**config.mk**
```make
export PLATFORM = sky130hd
export DESIGN_NAME = atm_txn_arbiter_flat
export DESIGN_NICKNAME = d
export VERILOG_FILES = /design/src/rtl/atm_pkg.sv /design/src/rtl/atm_txn_arbiter_if.sv /design/src/rtl/rr_arbiter.sv /design/src/rtl/atm_txn_arbiter.sv /design/src/flat_wrapper.sv
export SDC_FILE = /design/constraint.sdc
export NUM_CORES = 1
export LEC_CHECK = 0
export CAP_MARGIN = 20
export CORE_UTILIZATION = 50
export DETAILED_ROUTE_END_ITERATION = 8
export PLACE_DENSITY = 0.75
export SETUP_SLACK_MARGIN = 0.5
export SYNTH_ARGS = -nofsm -noshare
export SYNTH_HDL_FRONTEND = slang
export SYNTH_SLANG_ARGS = --single-unit
```
**constraint.sdc**
```tcl
create_clock -name Clock -period 4.3 [get_ports Clock]
set_input_delay 0.86 -clock Clock [delete_from_list [all_inputs] [get_ports Clock]]
set_output_delay 0.86 -clock Clock [all_outputs]
set_load 0.03 [all_outputs]
```
**src/rtl/atm_pkg.sv**
```systemverilog
// Shared types for the ATM transaction arbiter: op codes, response status
// codes, sequencer state encoding and default widths.
package atm_pkg;

    localparam int NUM_PORTS_DEF    = 2;
    localparam int NUM_ACCOUNTS_DEF = 10;
    localparam int IDX_W_DEF        = 4;
    localparam int BAL_W_DEF        = 8;

    typedef enum logic [1:0] {
        OP_BALANCE  = 2'b00,
        OP_WITHDRAW = 2'b01,
        OP_DEPOSIT  = 2'b10,
        OP_TRANSFER = 2'b11
    } op_e;

    typedef enum logic [1:0] {
        STAT_OK           = 2'b00,
        STAT_ERR_FUNDS    = 2'b01,
        STAT_ERR_INDEX    = 2'b10,
        STAT_ERR_OVERFLOW = 2'b11
    } status_e;

    typedef enum logic [2:0] {
        S_IDLE,
        S_RD_SRC,
        S_RD_DST,
        S_EXEC,
        S_WR_SRC,
        S_WR_DST,
        S_RESP
    } state_e;

endpackage

```
**src/rtl/atm_txn_arbiter_if.sv**
```systemverilog
// Terminal request/response bus plus the balance-memory port of the arbiter.
interface atm_txn_arbiter_if #(
    parameter int NUM_PORTS = atm_pkg::NUM_PORTS_DEF,
    parameter int IDX_W     = atm_pkg::IDX_W_DEF,
    parameter int BAL_W     = atm_pkg::BAL_W_DEF
);
    logic [NUM_PORTS-1:0]       ReqValid;
    logic [NUM_PORTS-1:0]       ReqReady;
    logic [2*NUM_PORTS-1:0]     ReqOp;
    logic [IDX_W*NUM_PORTS-1:0] ReqSrc;
    logic [IDX_W*NUM_PORTS-1:0] ReqDst;
    logic [BAL_W*NUM_PORTS-1:0] ReqAmount;
    logic [NUM_PORTS-1:0]       RespValid;
    logic [1:0]                 RespStatus;
    logic [BAL_W-1:0]           RespBalance;
    logic [IDX_W-1:0]           MemAddr;
    logic                       MemWe;
    logic [BAL_W-1:0]           MemWdata;
    logic [BAL_W-1:0]           MemRdata;
    logic                       Busy;

    modport slave (
        input  ReqValid, ReqOp, ReqSrc, ReqDst, ReqAmount, MemRdata,
        output ReqReady, RespValid, RespStatus, RespBalance,
               MemAddr, MemWe, MemWdata, Busy
    );

    modport master (
        output ReqValid, ReqOp, ReqSrc, ReqDst, ReqAmount, MemRdata,
        input  ReqReady, RespValid, RespStatus, RespBalance,
               MemAddr, MemWe, MemWdata, Busy
    );
endinterface

```
**src/rtl/rr_arbiter.sv**
```systemverilog
// Combinational round-robin picker: one-hot grant to the first requester at or
// after ptr, wrapping around.
module rr_arbiter #(
    parameter int NUM_PORTS = 2,
    parameter int PTR_W     = 1
) (
    input  logic [NUM_PORTS-1:0] req,
    input  logic [PTR_W-1:0]     ptr,
    output logic [NUM_PORTS-1:0] grant
);
    // Distance of each port from the pointer in circular order; smaller wins.
    logic [PTR_W-1:0] pos [NUM_PORTS];

    for (genvar gi = 0; gi < NUM_PORTS; gi++) begin : g_pos
        assign pos[gi] = PTR_W'((gi + NUM_PORTS - int'(ptr)) % NUM_PORTS);
    end

    always_comb begin
        grant = '0;
        for (int i = 0; i < NUM_PORTS; i++) begin
            grant[i] = req[i];
            for (int j = 0; j < NUM_PORTS; j++) begin
                if (req[j] && (pos[j] < pos[i])) grant[i] = 1'b0;
            end
        end
    end
endmodule

```
**src/rtl/atm_txn_arbiter.sv**
```systemverilog
// Serialises terminal transactions onto one single-port balance memory using a
// read-check-write sequence, with round-robin arbitration between terminals.
module atm_txn_arbiter
    import atm_pkg::*;
#(
    parameter int NUM_PORTS    = NUM_PORTS_DEF,
    parameter int NUM_ACCOUNTS = NUM_ACCOUNTS_DEF,
    parameter int IDX_W        = IDX_W_DEF,
    parameter int BAL_W        = BAL_W_DEF
) (
    input  logic              Clock,
    input  logic              Reset,
    atm_txn_arbiter_if.slave  bus
);
    localparam int PTR_W = (NUM_PORTS > 1) ? $clog2(NUM_PORTS) : 1;

    logic [1:0]       op_port  [NUM_PORTS];
    logic [IDX_W-1:0] src_port [NUM_PORTS];
    logic [IDX_W-1:0] dst_port [NUM_PORTS];
    logic [BAL_W-1:0] amt_port [NUM_PORTS];

    for (genvar gi = 0; gi < NUM_PORTS; gi++) begin : g_unpack
        assign op_port[gi]  = bus.ReqOp[2*gi +: 2];
        assign src_port[gi] = bus.ReqSrc[IDX_W*gi +: IDX_W];
        assign dst_port[gi] = bus.ReqDst[IDX_W*gi +: IDX_W];
        assign amt_port[gi] = bus.ReqAmount[BAL_W*gi +: BAL_W];
    end

    state_e               state_reg;
    op_e                  op_reg;
    status_e              status_reg;
    logic [PTR_W-1:0]     rr_ptr_reg, gnt_reg;
    logic [IDX_W-1:0]     src_reg, dst_reg, mem_addr_reg;
    logic [BAL_W-1:0]     amount_reg, src_bal_reg, dst_new_reg, mem_wdata_reg, resp_bal_reg;
    logic                 mem_we_reg;
    logic [NUM_PORTS-1:0] resp_valid_reg;

    logic [NUM_PORTS-1:0] grant, gnt_onehot;
    logic [PTR_W-1:0]     grant_idx, rr_ptr_next;
    logic                 accept;

    rr_arbiter #(.NUM_PORTS(NUM_PORTS), .PTR_W(PTR_W)) u_rr (
        .req   (bus.ReqValid),
        .ptr   (rr_ptr_reg),
        .grant (grant)
    );

    always_comb begin
        grant_idx = '0;
        for (int i = 0; i < NUM_PORTS; i++) begin
            if (grant[i]) grant_idx = PTR_W'(i);
        end
    end

    // Gated by Reset so ReqReady is already low while reset is asserted.
    assign bus.ReqReady = (state_reg == S_IDLE && Reset) ? grant : '0;
    assign accept       = (state_reg == S_IDLE) && (|grant);
    assign gnt_onehot   = NUM_PORTS'(1) << gnt_reg;
    assign rr_ptr_next  = (int'(gnt_reg) == NUM_PORTS - 1) ? '0 : gnt_reg + 1'b1;

    function automatic logic index_bad(input op_e op, input logic [IDX_W-1:0] s,
                                       input logic [IDX_W-1:0] d);
        return (int'(s) >= NUM_ACCOUNTS) || (op == OP_TRANSFER && int'(d) >= NUM_ACCOUNTS);
    endfunction

    // Funds/overflow evaluation; only meaningful while in EXEC.
    logic [BAL_W-1:0] exec_src_bal, new_src_next, dst_new_next;
    logic [BAL_W:0]   sum_src, sum_dst;
    status_e          status_next;
    logic             write_next;

    always_comb begin
        exec_src_bal = (op_reg == OP_TRANSFER) ? src_bal_reg : bus.MemRdata;
        sum_src      = {1'b0, exec_src_bal} + {1'b0, amount_reg};
        sum_dst      = {1'b0, bus.MemRdata} + {1'b0, amount_reg};
        status_next  = STAT_OK;
        new_src_next = exec_src_bal;
        dst_new_next = sum_dst[BAL_W-1:0];
        write_next   = 1'b0;
        case (op_reg)
            OP_BALANCE: ;
            OP_WITHDRAW: begin
                if (amount_reg > exec_src_bal) status_next = STAT_ERR_FUNDS;
                else begin
                    new_src_next = exec_src_bal - amount_reg;
                    write_next   = 1'b1;
                end
            end
            OP_DEPOSIT: begin
                if (sum_src[BAL_W]) status_next = STAT_ERR_OVERFLOW;
                else begin
                    new_src_next = sum_src[BAL_W-1:0];
                    write_next   = 1'b1;
                end
            end
            OP_TRANSFER: begin
                if (src_reg == dst_reg) ;
                else if (amount_reg > exec_src_bal) status_next = STAT_ERR_FUNDS;
                else if (sum_dst[BAL_W]) status_next = STAT_ERR_OVERFLOW;
                else begin
                    new_src_next = exec_src_bal - amount_reg;
                    write_next   = 1'b1;
                end
            end
        endcase
    end

    always_ff @(posedge Clock or negedge Reset) begin
        if (!Reset) begin
            state_reg      <= S_IDLE;
            op_reg         <= OP_BALANCE;
            status_reg     <= STAT_OK;
            rr_ptr_reg     <= '0;
            gnt_reg        <= '0;
            src_reg        <= '0;
            dst_reg        <= '0;
            amount_reg     <= '0;
            src_bal_reg    <= '0;
            dst_new_reg    <= '0;
            mem_addr_reg   <= '0;
            mem_wdata_reg  <= '0;
            mem_we_reg     <= 1'b0;
            resp_bal_reg   <= '0;
            resp_valid_reg <= '0;
        end else begin
            case (state_reg)
                S_IDLE: if (accept) begin
                    gnt_reg      <= grant_idx;
                    op_reg       <= op_e'(op_port[grant_idx]);
                    src_reg      <= src_port[grant_idx];
                    dst_reg      <= dst_port[grant_idx];
                    amount_reg   <= amt_port[grant_idx];
                    // Out-of-range requests never put their index on the memory bus.
                    mem_addr_reg <= index_bad(op_e'(op_port[grant_idx]), src_port[grant_idx],
                                              dst_port[grant_idx]) ? '0 : src_port[grant_idx];
                    state_reg    <= S_RD_SRC;
                end
                S_RD_SRC: begin
                    if (index_bad(op_reg, src_reg, dst_reg)) begin
                        status_reg     <= STAT_ERR_INDEX;
                        resp_bal_reg   <= '0;
                        resp_valid_reg <= gnt_onehot;
                        state_reg      <= S_RESP;
                    end else if (op_reg == OP_TRANSFER) begin
                        mem_addr_reg <= dst_reg;
                        state_reg    <= S_RD_DST;
                    end else begin
                        state_reg <= S_EXEC;
                    end
                end
                S_RD_DST: begin
                    src_bal_reg <= bus.MemRdata;
                    state_reg   <= S_EXEC;
                end
                S_EXEC: begin
                    status_reg   <= status_next;
                    resp_bal_reg <= new_src_next;
                    dst_new_reg  <= dst_new_next;
                    if (write_next) begin
                        mem_we_reg    <= 1'b1;
                        mem_addr_reg  <= src_reg;
                        mem_wdata_reg <= new_src_next;
                        state_reg     <= S_WR_SRC;
                    end else begin
                        resp_valid_reg <= gnt_onehot;
                        state_reg      <= S_RESP;
                    end
                end
                S_WR_SRC: begin
                    if (op_reg == OP_TRANSFER) begin
                        mem_addr_reg  <= dst_reg;
                        mem_wdata_reg <= dst_new_reg;
                        state_reg     <= S_WR_DST;
                    end else begin
                        mem_we_reg     <= 1'b0;
                        resp_valid_reg <= gnt_onehot;
                        state_reg      <= S_RESP;
                    end
                end
                S_WR_DST: begin
                    mem_we_reg     <= 1'b0;
                    resp_valid_reg <= gnt_onehot;
                    state_reg      <= S_RESP;
                end
                S_RESP: begin
                    resp_valid_reg <= '0;
                    rr_ptr_reg     <= rr_ptr_next;
                    state_reg      <= S_IDLE;
                end
                default: state_reg <= S_IDLE;
            endcase
        end
    end

    assign bus.RespValid   = resp_valid_reg;
    assign bus.RespStatus  = status_reg;
    assign bus.RespBalance = resp_bal_reg;
    assign bus.MemAddr     = mem_addr_reg;
    assign bus.MemWe       = mem_we_reg;
    assign bus.MemWdata    = mem_wdata_reg;
    assign bus.Busy        = (state_reg != S_IDLE);
endmodule

```
**src/flat_wrapper.sv**
```systemverilog
// flat-port wrapper written by rule: the top's interface ports become plain ports
module atm_txn_arbiter_flat import atm_pkg::*;
#(
    parameter int NUM_PORTS    = NUM_PORTS_DEF,
    parameter int NUM_ACCOUNTS = NUM_ACCOUNTS_DEF,
    parameter int IDX_W        = IDX_W_DEF,
    parameter int BAL_W        = BAL_W_DEF
)
  (Clock, Reset, bus_ReqValid, bus_ReqOp, bus_ReqSrc, bus_ReqDst, bus_ReqAmount, bus_MemRdata, bus_ReqReady, bus_RespValid, bus_RespStatus, bus_RespBalance, bus_MemAddr, bus_MemWe, bus_MemWdata, bus_Busy);
  atm_txn_arbiter_if #(.NUM_PORTS(NUM_PORTS), .IDX_W(IDX_W), .BAL_W(BAL_W)) bus_i ();
  input  logic Clock;
  input  logic Reset;
  input wire logic [$bits(bus_i.ReqValid)-1:0] bus_ReqValid;
  input wire logic [$bits(bus_i.ReqOp)-1:0] bus_ReqOp;
  input wire logic [$bits(bus_i.ReqSrc)-1:0] bus_ReqSrc;
  input wire logic [$bits(bus_i.ReqDst)-1:0] bus_ReqDst;
  input wire logic [$bits(bus_i.ReqAmount)-1:0] bus_ReqAmount;
  input wire logic [$bits(bus_i.MemRdata)-1:0] bus_MemRdata;
  output wire logic [$bits(bus_i.ReqReady)-1:0] bus_ReqReady;
  output wire logic [$bits(bus_i.RespValid)-1:0] bus_RespValid;
  output wire logic [$bits(bus_i.RespStatus)-1:0] bus_RespStatus;
  output wire logic [$bits(bus_i.RespBalance)-1:0] bus_RespBalance;
  output wire logic [$bits(bus_i.MemAddr)-1:0] bus_MemAddr;
  output wire logic [$bits(bus_i.MemWe)-1:0] bus_MemWe;
  output wire logic [$bits(bus_i.MemWdata)-1:0] bus_MemWdata;
  output wire logic [$bits(bus_i.Busy)-1:0] bus_Busy;
  assign bus_i.ReqValid = bus_ReqValid;
  assign bus_i.ReqOp = bus_ReqOp;
  assign bus_i.ReqSrc = bus_ReqSrc;
  assign bus_i.ReqDst = bus_ReqDst;
  assign bus_i.ReqAmount = bus_ReqAmount;
  assign bus_i.MemRdata = bus_MemRdata;
  assign bus_ReqReady = bus_i.ReqReady;
  assign bus_RespValid = bus_i.RespValid;
  assign bus_RespStatus = bus_i.RespStatus;
  assign bus_RespBalance = bus_i.RespBalance;
  assign bus_MemAddr = bus_i.MemAddr;
  assign bus_MemWe = bus_i.MemWe;
  assign bus_MemWdata = bus_i.MemWdata;
  assign bus_Busy = bus_i.Busy;
  atm_txn_arbiter #(.NUM_PORTS(NUM_PORTS), .NUM_ACCOUNTS(NUM_ACCOUNTS), .IDX_W(IDX_W), .BAL_W(BAL_W)) u_core (.Clock(Clock), .Reset(Reset), .bus(bus_i));
endmodule
```
==> results of run 1 <==
-- worst max-delay path: cells and delay by family --
kind	cells	cell delay [ps]
adder cells (fa/ha/maj)	1	490
buffers and inverters	1	520
AND/OR/NAND/NOR	4	330
AO/OA/AOI/OAI	5	1610
-- path summary, 6_finish.rpt --
path,startpoint,slack [ps],endpoint,depth (start not counted)
hold / removal,u_core.bus.RespBalance[7],480,u_core.bus.RespBalance[7],2
setup reg to reg,u_core.op_reg[0],800,u_core.bus.MemWdata[7],11
hold reg to reg,u_core.bus.RespBalance[7],480,u_core.bus.RespBalance[7],2
setup / recovery,bus_MemRdata[2],760,u_core.bus.MemWdata[7],11
max in group asynchronous,Reset,3040,u_core.src_bal_reg[0],2
min in group asynchronous,Reset,720,u_core.state_reg[2],2
-- cells in the final DEF (no fill, tap or decap), types with 4 or more instances in the layout --
cell type and count:
xnor2_1 13, o2111ai_1 4, buf_4 16, o211ai_1 9
a211oi_1 5, and2_1 7, nand2_1 86, a21oi_1 22
dfrtp_1 64, nand3_1 10, nor2b_1 6, mux2i_1 25
inv_1 30, o21ai_1 4, nor2_1 26, o31ai_1 4
clkdlybuf4s50_1 74, a222oi_1 4, nand2b_1 8, clkbuf_8 9
o21ai_2 4, mux2_2 14, nor3_1 10, ha_1 24
a21o_1 11, o21ai_0 46
-- power by group --
group	internal [W]	leakage, nW	switching (W)
registers	0.000900	0.785	0.000316
clock network	0.000393	0.126	0.000265
logic	0.00140	1.73	0.00200
total	0.00269	2.64	0.00258
-- kinds of logic after synthesis --
logic type | share of synthesized area
AOI/OAI and AO/OA | 0.251
xor gates and xnor gates | 0.0261
adders and majority gates | 0.0768
buffers and inverters | 0.0472
DFF | 0.341
muxes | 0.0893
and+or+nand+nor | 0.168
-- per-stage QoR --
step,total power [W],hold WS [ps],utilization,instances
final,0.00527,478,0.657,719
after detailed placement,0.00455,459,0.629,703
after global placement,0.00450,455,0.629,703
after floorplan,0.00354,438,-,529
after global routing,0.00566,499,0.657,719
after CTS,0.00523,480,0.657,719
-- routing by layer --
metal | share of wire | wire length, µm
met1 | 0.45 | 6010
met5 | 0 | 0
met2 | 0.46 | 6100
met3 | 0.067 | 897
met4 | 0.021 | 285
-- what timing repair did --
| item | in CTS | in global routing |
|---|---|---|
| endpoints found under the setup margin | 0 | 6 |
| resized for setup | 0 | 2 |
| hold endpoints to repair | 0 | 0 |
| hold buffers | 0 | 0 |
| setup buffers | 0 | 0 |
-- synth_stat cells (2+ instances only) --
| master | number |
|---|---|
| a2111oi_2 | 2 |
| a211o_1 | 2 |
| a211oi_1 | 5 |
| a21o_1 | 11 |
| a21oi_1 | 22 |
| a221o_1 | 2 |
| a222oi_1 | 4 |
| a31oi_1 | 3 |
| and2_1 | 7 |
| buf_2 | 5 |
| buf_4 | 2 |
| clkbuf_1 | 17 |
| dfrtp_1 | 64 |
| fa_1 | 3 |
| ha_1 | 24 |
| inv_1 | 30 |
| mux2_2 | 14 |
| mux2i_1 | 25 |
| nand2_1 | 86 |
| nand2b_1 | 8 |
| nand3_1 | 10 |
| nand4_1 | 3 |
| nor2_1 | 26 |
| nor2b_1 | 6 |
| nor3_1 | 10 |
| nor4_1 | 3 |
| o2111ai_1 | 4 |
| o211a_1 | 2 |
| o211ai_1 | 9 |
| o21a_1 | 3 |
| o21ai_0 | 46 |
| o21ai_1 | 6 |
| o21ai_2 | 2 |
| o21bai_1 | 3 |
| o221ai_1 | 2 |
| o2bb2ai_1 | 2 |
| o31ai_1 | 4 |
| or2_2 | 3 |
| xnor2_1 | 13 |
-- final cells by class --
class | instances | share of cell area
Clock buffer | 9 | 0.0212
Clock inverter | 7 | 0.0218
Sequential cell | 64 | 0.274
Multi-Input combinational cell | 410 | 0.493
Inverter | 30 | 0.0193
Timing Repair Buffer | 91 | 0.148
Tap cell | 108 | 0.0231
==> results.py, run 1 <==
metrics = {
    "timing": {
        "rsz0062_at_grt": "false",
        "finalClockSkew_ps": 12.2,
        "finalMaxSlewViolations": 0,
        "timing.final.crit_share": 0.824,
        "tightest_slew_ps": 899,
        "hold_viol": 0,
        "post-route-worst-setup-slack_ps": 759,
        "final.setup.tns_ps": 0,
        "max_slew_margin": 0.398,
        "setup_viol": 0,
        "fin_crit_ps": 3540,
        "fmax_mhz": 282,
    },
    "global_route": {
        "grt_pass1_wl_um": 21500,
        "grt_pass1_vias": 4175,
        "grt_antenna_before_repair": 0,
        "gr-total-overflow": 0,
        "grt_usage": 0.286,
        "globalRouteMet2Util": 0.456,
        "grt_use_met3": 0.0376,
        "grt_max_degree": 65,
        "grt-busiest-layer": "met2",
        "use_met1": 0.402,
    },
    "cells_and_area": {
        "area_delta_synth_final_pct": 24.6,
        "final_cell_area_um2": 5850,
        "nets": 681,
        "layout.area.seq_um2": 1600,
        "nFillCells": 754,
        "multi_input_area_um2": 2880,
        "antenna_cells": 0,
        "drive_gt1_frac": 0.115,
    },
    "placement": {
        "dp_slack_ps": 354,
        "postPlaceCellArea_um2": 5590,
        "place_congestion": 0.927,
        "portBuffers": 75,
        "dp_hpwl_um": 10300,
    },
    "critical_path": {
        "end_kind": "flip-flop",
        "required_ps": 4570,
        "start_kind": "input port",
        "arrival_ps": 3820,
        "cpMostUsedCell": "nand2_1",
        "criticalPathCategory": "in -> reg",
        "worst-path-max-fanout": 10,
        "crit_path_top_delay_cell": "a221oi_1",
        "cp_cell_sequence": "clkdlybuf4s50_1 -> nand2_1 -> nand2_1 -> ha_1 -> nor2_1 -> a221oi_1 -> o31ai_1 -> a2111oi_1 -> a221o_1 -> nor4_1 -> o21ai_1",
        "slowest_delay_ps": 550,
    },
    "cts": {
        "clk_latency_ps": 360,
        "cts.sinks": 64,
        "cts_made_buffers": 9,
        "clock-root-buffer": "clkbuf_8",
        "cts.clk_slew.worst_paths_ps": 70,
        "cts_tree": "yes",
        "clock_path_buffers": 2,
        "htree_levels": 3,
    },
    "synth": {
        "synthFlopType": "dfrtp_1",
        "synthesis.nets": 604,
        "syn-instance-count": 529,
        "yosys-top-cells-area": "dfrtp_1, nand2_1, ha_1",
        "synth_seq_area_share": 0.341,
        "syn_area_um2": 4690,
        "synth.distinct_cells": 75,
        "yosysWarnings": 0,
        "synth_top_area_frac": 0.341,
        "avgSynthCellArea_um2": 8.87,
        "synth-seq-cells": 64,
        "synth_edf_count": 0,
        "synth_area_leader_cell": "dfrtp_1",
        "async_reset_ff_frac": 1.00,
    },
    "floorplanning": {
        "start_util": 0.528,
        "coreArea_um2": 8890,
        "die_y_um": 98.9,
        "ioPinCount": 76,
        "die-area_um2": 9780,
        "row_count": 34,
        "die_w_um": 98.9,
    },
    "detailed_routing": {
        "remaining_drc_errors": 0,
        "drt_wl_total_um": 13300,
        "wire_per_inst_um": 18.5,
        "vias_per_cell": 6.05,
        "vias": 4348,
        "drtIter0Drc": 366,
        "ant_nets": 0,
        "dr.pass1.iters": 5,
    },
    "power": {
        "p_leak_nw": 2.64,
        "vdd_drop_max_mv": 0.383,
        "p_per_area_nw_per_um2": 902,
    },
    "status": {
        "status": "finished, final reports clean",
    },
    "min_path": {
        "min_path_type": "reg -> reg",
    },
    "flow_run": {
        "cap_violations": 0,
    },
}
Power figures use the tool's default switching activity.
==> inputs of run 2 (changes only) <==
--- a/config.mk
+++ b/config.mk
@@ -6,9 +6,9 @@
 export NUM_CORES = 1
 export LEC_CHECK = 0
 export CAP_MARGIN = 20
-export CORE_UTILIZATION = 50
+export CORE_UTILIZATION = 49
 export DETAILED_ROUTE_END_ITERATION = 8
-export PLACE_DENSITY = 0.75
+export PLACE_DENSITY = 0.77
 export SETUP_SLACK_MARGIN = 0.5
 export SYNTH_ARGS = -nofsm -noshare
 export SYNTH_HDL_FRONTEND = slang
==> constraint.sdc (replaced) <==
create_clock -name Clock -period 2.85 [get_ports Clock]
set_input_delay 0.57 -clock Clock [delete_from_list [all_inputs] [get_ports Clock]]
set_output_delay 0.57 -clock Clock [all_outputs]
set_load 0.03 [all_outputs]
==> results.py, run 2 (same netlist as run 1, synthesis figures left out) <==
metrics = {
    "detailed_routing": {
        "vias": 4956,
        "remaining_drc_errors": 0,
        "ant_nets": 0,
        "drtIter0Drc": 390,
        "drt_wl_total_um": 15600,
        "dr.pass1.iters": 7,
        "vias_per_cell": 5.89,
        "wire_per_inst_um": 18.6,
    },
    "placement": {
        "dp_hpwl_um": 11300,
        "place_congestion": 1.03,
        "dp_cells": 808,
        "portBuffers": 75,
    },
    "floorplanning": {
        "die_y_um": 99.9,
        "ioPinCount": 76,
        "die_w_um": 99.9,
        "row_count": 35,
        "die-area_um2": 9970,
        "start_util": 0.508,
        "coreArea_um2": 9240,
    },
    "cells_and_area": {
        "fin_cells": 842,
        "nFillCells": 593,
        "nets": 783,
        "antenna_cells": 0,
        "layout_commonest_cell": "buf_4",
        "drive_gt1_frac": 0.342,
        "final_cell_mix": "buf_4, nand2_1, dfrtp_1, clkdlybuf4s50_1, o21ai_0",
        "area_delta_synth_final_pct": 51.1,
        "fin_util": 0.768,
    },
    "timing": {
        "fmax_mhz": 328,
        "max_slew_margin": 0.435,
        "tightest_slew_ps": 844,
        "hold_viol": 0,
        "fin_crit_ps": 3050,
        "post-route-worst-setup-slack_ps": -202,
        "finalClockSkew_ps": 6.26,
        "finalMaxSlewViolations": 0,
        "setup_viol": 20,
        "rsz0062_at_grt": "true",
        "timing.final.crit_share": 1.07,
        "final.setup.tns_ps": -2050,
        "hold_ws_ps": 443,
    },
    "cts": {
        "cts.sinks": 64,
        "htree_levels": 3,
        "postCtsHoldBufs": 0,
        "cts_tree": "yes",
        "cts_made_buffers": 9,
        "clock-root-buffer": "clkbuf_8",
        "clk_latency_ps": 360,
        "clock_path_buffers": 2,
        "cts.clk_slew.worst_paths_ps": 80,
    },
    "power": {
        "clockPowerShare": 0.098,
        "p_seq_frac": 0.176,
        "p_leak_nw": 3.23,
        "power_frac_comb": 0.727,
        "p_sw_frac": 0.469,
        "p_int_w": 0.00546,
        "finalPower_w": 0.0103,
        "p_sw_w": 0.00483,
        "p_per_area_nw_per_um2": 1450,
        "vdd_drop_max_mv": 0.632,
    },
    "global_route": {
        "gr-total-overflow": 0,
        "grt_pass1_wl_um": 24200,
        "grt_pass1_vias": 4977,
        "grt_max_degree": 65,
        "grt_antenna_before_repair": 0,
        "grt_usage": 0.316,
    },
    "critical_path": {
        "end_kind": "flip-flop",
        "worst-path-max-fanout": 8,
        "criticalPathCategory": "reg -> reg",
        "reg2regPathDepth": 14,
        "arrival_ps": 3310,
        "start_kind": "flip-flop",
        "required_ps": 3110,
    },
    "flow_run": {
        "cap_violations": 0,
    },
    "status": {
        "violations": "setup timing",
        "status": "finished, violations left",
    },
    "min_path": {
        "min_path_type": "in -> async",
    },
}
## run 2: repair_timing
item	in CTS	in global routing
endpoints found under the setup margin	32	31
pin swaps	29	17
buffers inserted	14	4
hold endpoints to repair	0	0
gates cloned	0	0
resized for setup	58	38
## run 2: final timing paths
kind                       slack [ps]                   endpoint             startpoint
max reg2reg                      -200  u_core.bus.RespBalance[3]       u_core.op_reg[1]
min in group Clock                480      u_core.dst_new_reg[1]  u_core.dst_new_reg[1]
min                               440          u_core.dst_reg[0]                  Reset
max in group asynchronous        1890  u_core.bus.RespBalance[7]                  Reset
min reg2reg                       480      u_core.dst_new_reg[1]  u_core.dst_new_reg[1]
max                              -200  u_core.bus.RespBalance[3]       u_core.op_reg[1]
## run 2: metal layers
metal / share of wire / GRT usage / vias up
met5: 0 / 0 / -
met4: 0.032 / 0.136 / 0
met3: 0.075 / 0.0696 / 50
met2: 0.49 / 0.524 / 261
met1: 0.40 / 0.397 / 2382
li1: - / - / 2263
## run 2: critical path, stage by stage (launching register included)
cell	delay, ps
dfrtp_1	420
nand2_4	100
buf_4	160
nand2_1	80
nand2_2	120
ha_1	330
buf_4	160
nor2_1	250
nor2_2	100
o21ai_2	400
buf_4	190
nand2_1	100
o2bb2ai_1	150
nor2_1	120
o31ai_1	260
## run 2: power groups by stage
stage               Clock (W)  Sequential (W)  Combinational, W
floorplan                   0         0.00195           0.00361
global placement            0         0.00174           0.00609
detailed placement          0         0.00177           0.00628
CTS                   0.00100         0.00177           0.00690
global route          0.00105         0.00184           0.00795
finish                0.00101         0.00181           0.00748
## run 2: area by class of cell
cell class,count,area [µm²],share of cell area
Clock buffer,9,124,0.0175
Clock inverter,7,125,0.0176
Inverter,30,113,0.0159
Multi-Input combinational cell,410,3320,0.468
Sequential cell,64,1600,0.226
Tap cell,129,161,0.0228
Timing Repair Buffer,193,1650,0.233
## run 2: through the flow
step	area, µm²	setup WS (ps)
final	7090	-202
after global placement	6330	-606
after CTS	6900	-55.1
after global routing	7090	-275
after detailed placement	6330	-753
after floorplan	4800	25.6
==> RTL change (settings of run 2) <==
Set the package constant `IDX_W_DEF` to 6 (it was 4).
--- a/src/rtl/atm_pkg.sv
+++ b/src/rtl/atm_pkg.sv
@@ -5,5 +5,5 @@
     localparam int NUM_PORTS_DEF    = 2;
     localparam int NUM_ACCOUNTS_DEF = 10;
-    localparam int IDX_W_DEF        = 4;
+    localparam int IDX_W_DEF        = 6;
     localparam int BAL_W_DEF        = 8;
 
Interface: changed (resized bus_MemAddr, bus_ReqDst and bus_ReqSrc); port bits go from 76 to 86. No check against the original RTL was run, so the function may have changed too.
==> RTL change against run 2 <==
The run still ends with setup timing left; total power fell by 9.4%; wire length fell by 3.3%; die area down 0.60%; final area is 1.8% higher; synthesized area is 0.61% lower; global-route usage shrank 0.90 points; sequential cell count rose by 6; cell count fell by 0.36%; non-clock buffer count is 12 higher; critical path depth is the same; clock skew increased by 8.1 ps; setup slack worse by 110 ps; critical path type unchanged; largest power group unchanged.
==> RTL change: results (changes against run 2) <==
status -> finished with violations
violated checks -> setup timing
dpl ws -> -871.2 ps (-118.2 ps)
Synth area leaders -> dfrtp_1 (38%), ha_1 (6.4%), o21ai_0 (6.0%)
first-pass GRT wire length -> 23.47 mm (-3.2%)
largest net degree at the start of global routing -> 71 (+9.2%)
worst clock skew -> 14.36 ps (+8.107 ps)
RR Startpoint -> u_core.op_reg[0]
switch share -> 45.71% (-1.2 points)
post-synthesis mux area share -> 10.92% (+2.0 points)
port bufs -> 85 (+13%)
GRT Util Overall -> 30.67% (-0.90 points)
Post-Synth XOR/XNOR Area -> 3.004% (+0.39 points)
final setup margin -> -310.7 ps (-108.5 ps)
maximum vdd drop -> 555.2 uV (-12%)
share of cells above drive strength 1 -> 33.94% (-0.28 points)
Synth Instances -> 510 (-3.6%)
Compound-Gate Fraction of Synth Area -> 22.34% (-2.8 points)
sequential fraction of the synthesis area -> 37.55% (+3.4 points)
setup TNS -> -5901 ps (-3855 ps)
P_leak -> 3.246 nW (+0.61%)
Synth Area in Adders -> 7.725% (+0.047 points)
Post-DP HPWL -> 10.64 mm (-5.8%)
Final setup violation count -> 27 (+35%)
final WL -> 15.11 mm (-3.3%)
post-synthesis cell type count -> 64 (-15%)
## RTL change: stage by stage
step	std cells	utilization, %
after floorplan	510	-
after global placement	800	69.32
after detailed placement	800	69.32
after CTS	825	74.08
after global routing	839	78.13
final	839	78.13
## RTL change: kinds of logic (layout without fill, tap and decap cells)
group	after synthesis	in the layout
AO/OA/AOI/OAI	157	157
AND/OR/NAND/NOR	150	150
flip-flops	70	70
multiplexers	46	46
buffers and inverters	44	244
adder cells (fa/ha/maj)	27	27
XOR/XNOR	16	16
## RTL change: per-layer routing
metal	up-vias	GRT usage [%]	wire, um
li1	2230	-	-
met1	2302	41.56	6559
met2	188	49.84	7463
met3	31	4.216	795
met4	0	11.99	296
met5	-	0	0
## RTL change: layout make-up
cell class	count	area [um^2]
inverter	24	90.09
clock buffer	10	137.6
tap	129	161.4
multi-input combinational	396	3217
clock inverter	5	58.81
timing repair buffer	205	1802
fill	630	2021
sequential	70	1753
## RTL change: path summary, 6_finish.rpt
check / to / slack, ps / cells after the start
min in group Clock: u_core.bus.RespBalance[2] / 480 / 2
min reg2reg: u_core.bus.RespBalance[2] / 480 / 2
max in group asynchronous: u_core.state_reg[2] / 1750 / 2
max: u_core.bus.MemWdata[7] / -310 / 14
max reg2reg: u_core.bus.MemWdata[7] / -310 / 14
min: u_core.dst_new_reg[6] / 470 / 2
## RTL change: repair_timing
action | in CTS | in global routing
pin swaps | 19 | 29
buffers inserted | 10 | 14
gates resized for setup | 49 | 66
hold endpoints to repair | 0 | 0
hold buffers | 0 | 0
endpoints found under the setup margin | 33 | 31
## RTL change: power by group through the flow
stage | combinational (W) | clock, W | sequential (W)
detailed placement | 0.00533 | 0 | 0.00191
floorplan | 0.00300 | 0 | 0.00208
global placement | 0.00525 | 0 | 0.00187
CTS | 0.00577 | 0.000826 | 0.00191
finish | 0.00657 | 0.000822 | 0.00194
global route | 0.00701 | 0.000859 | 0.00199
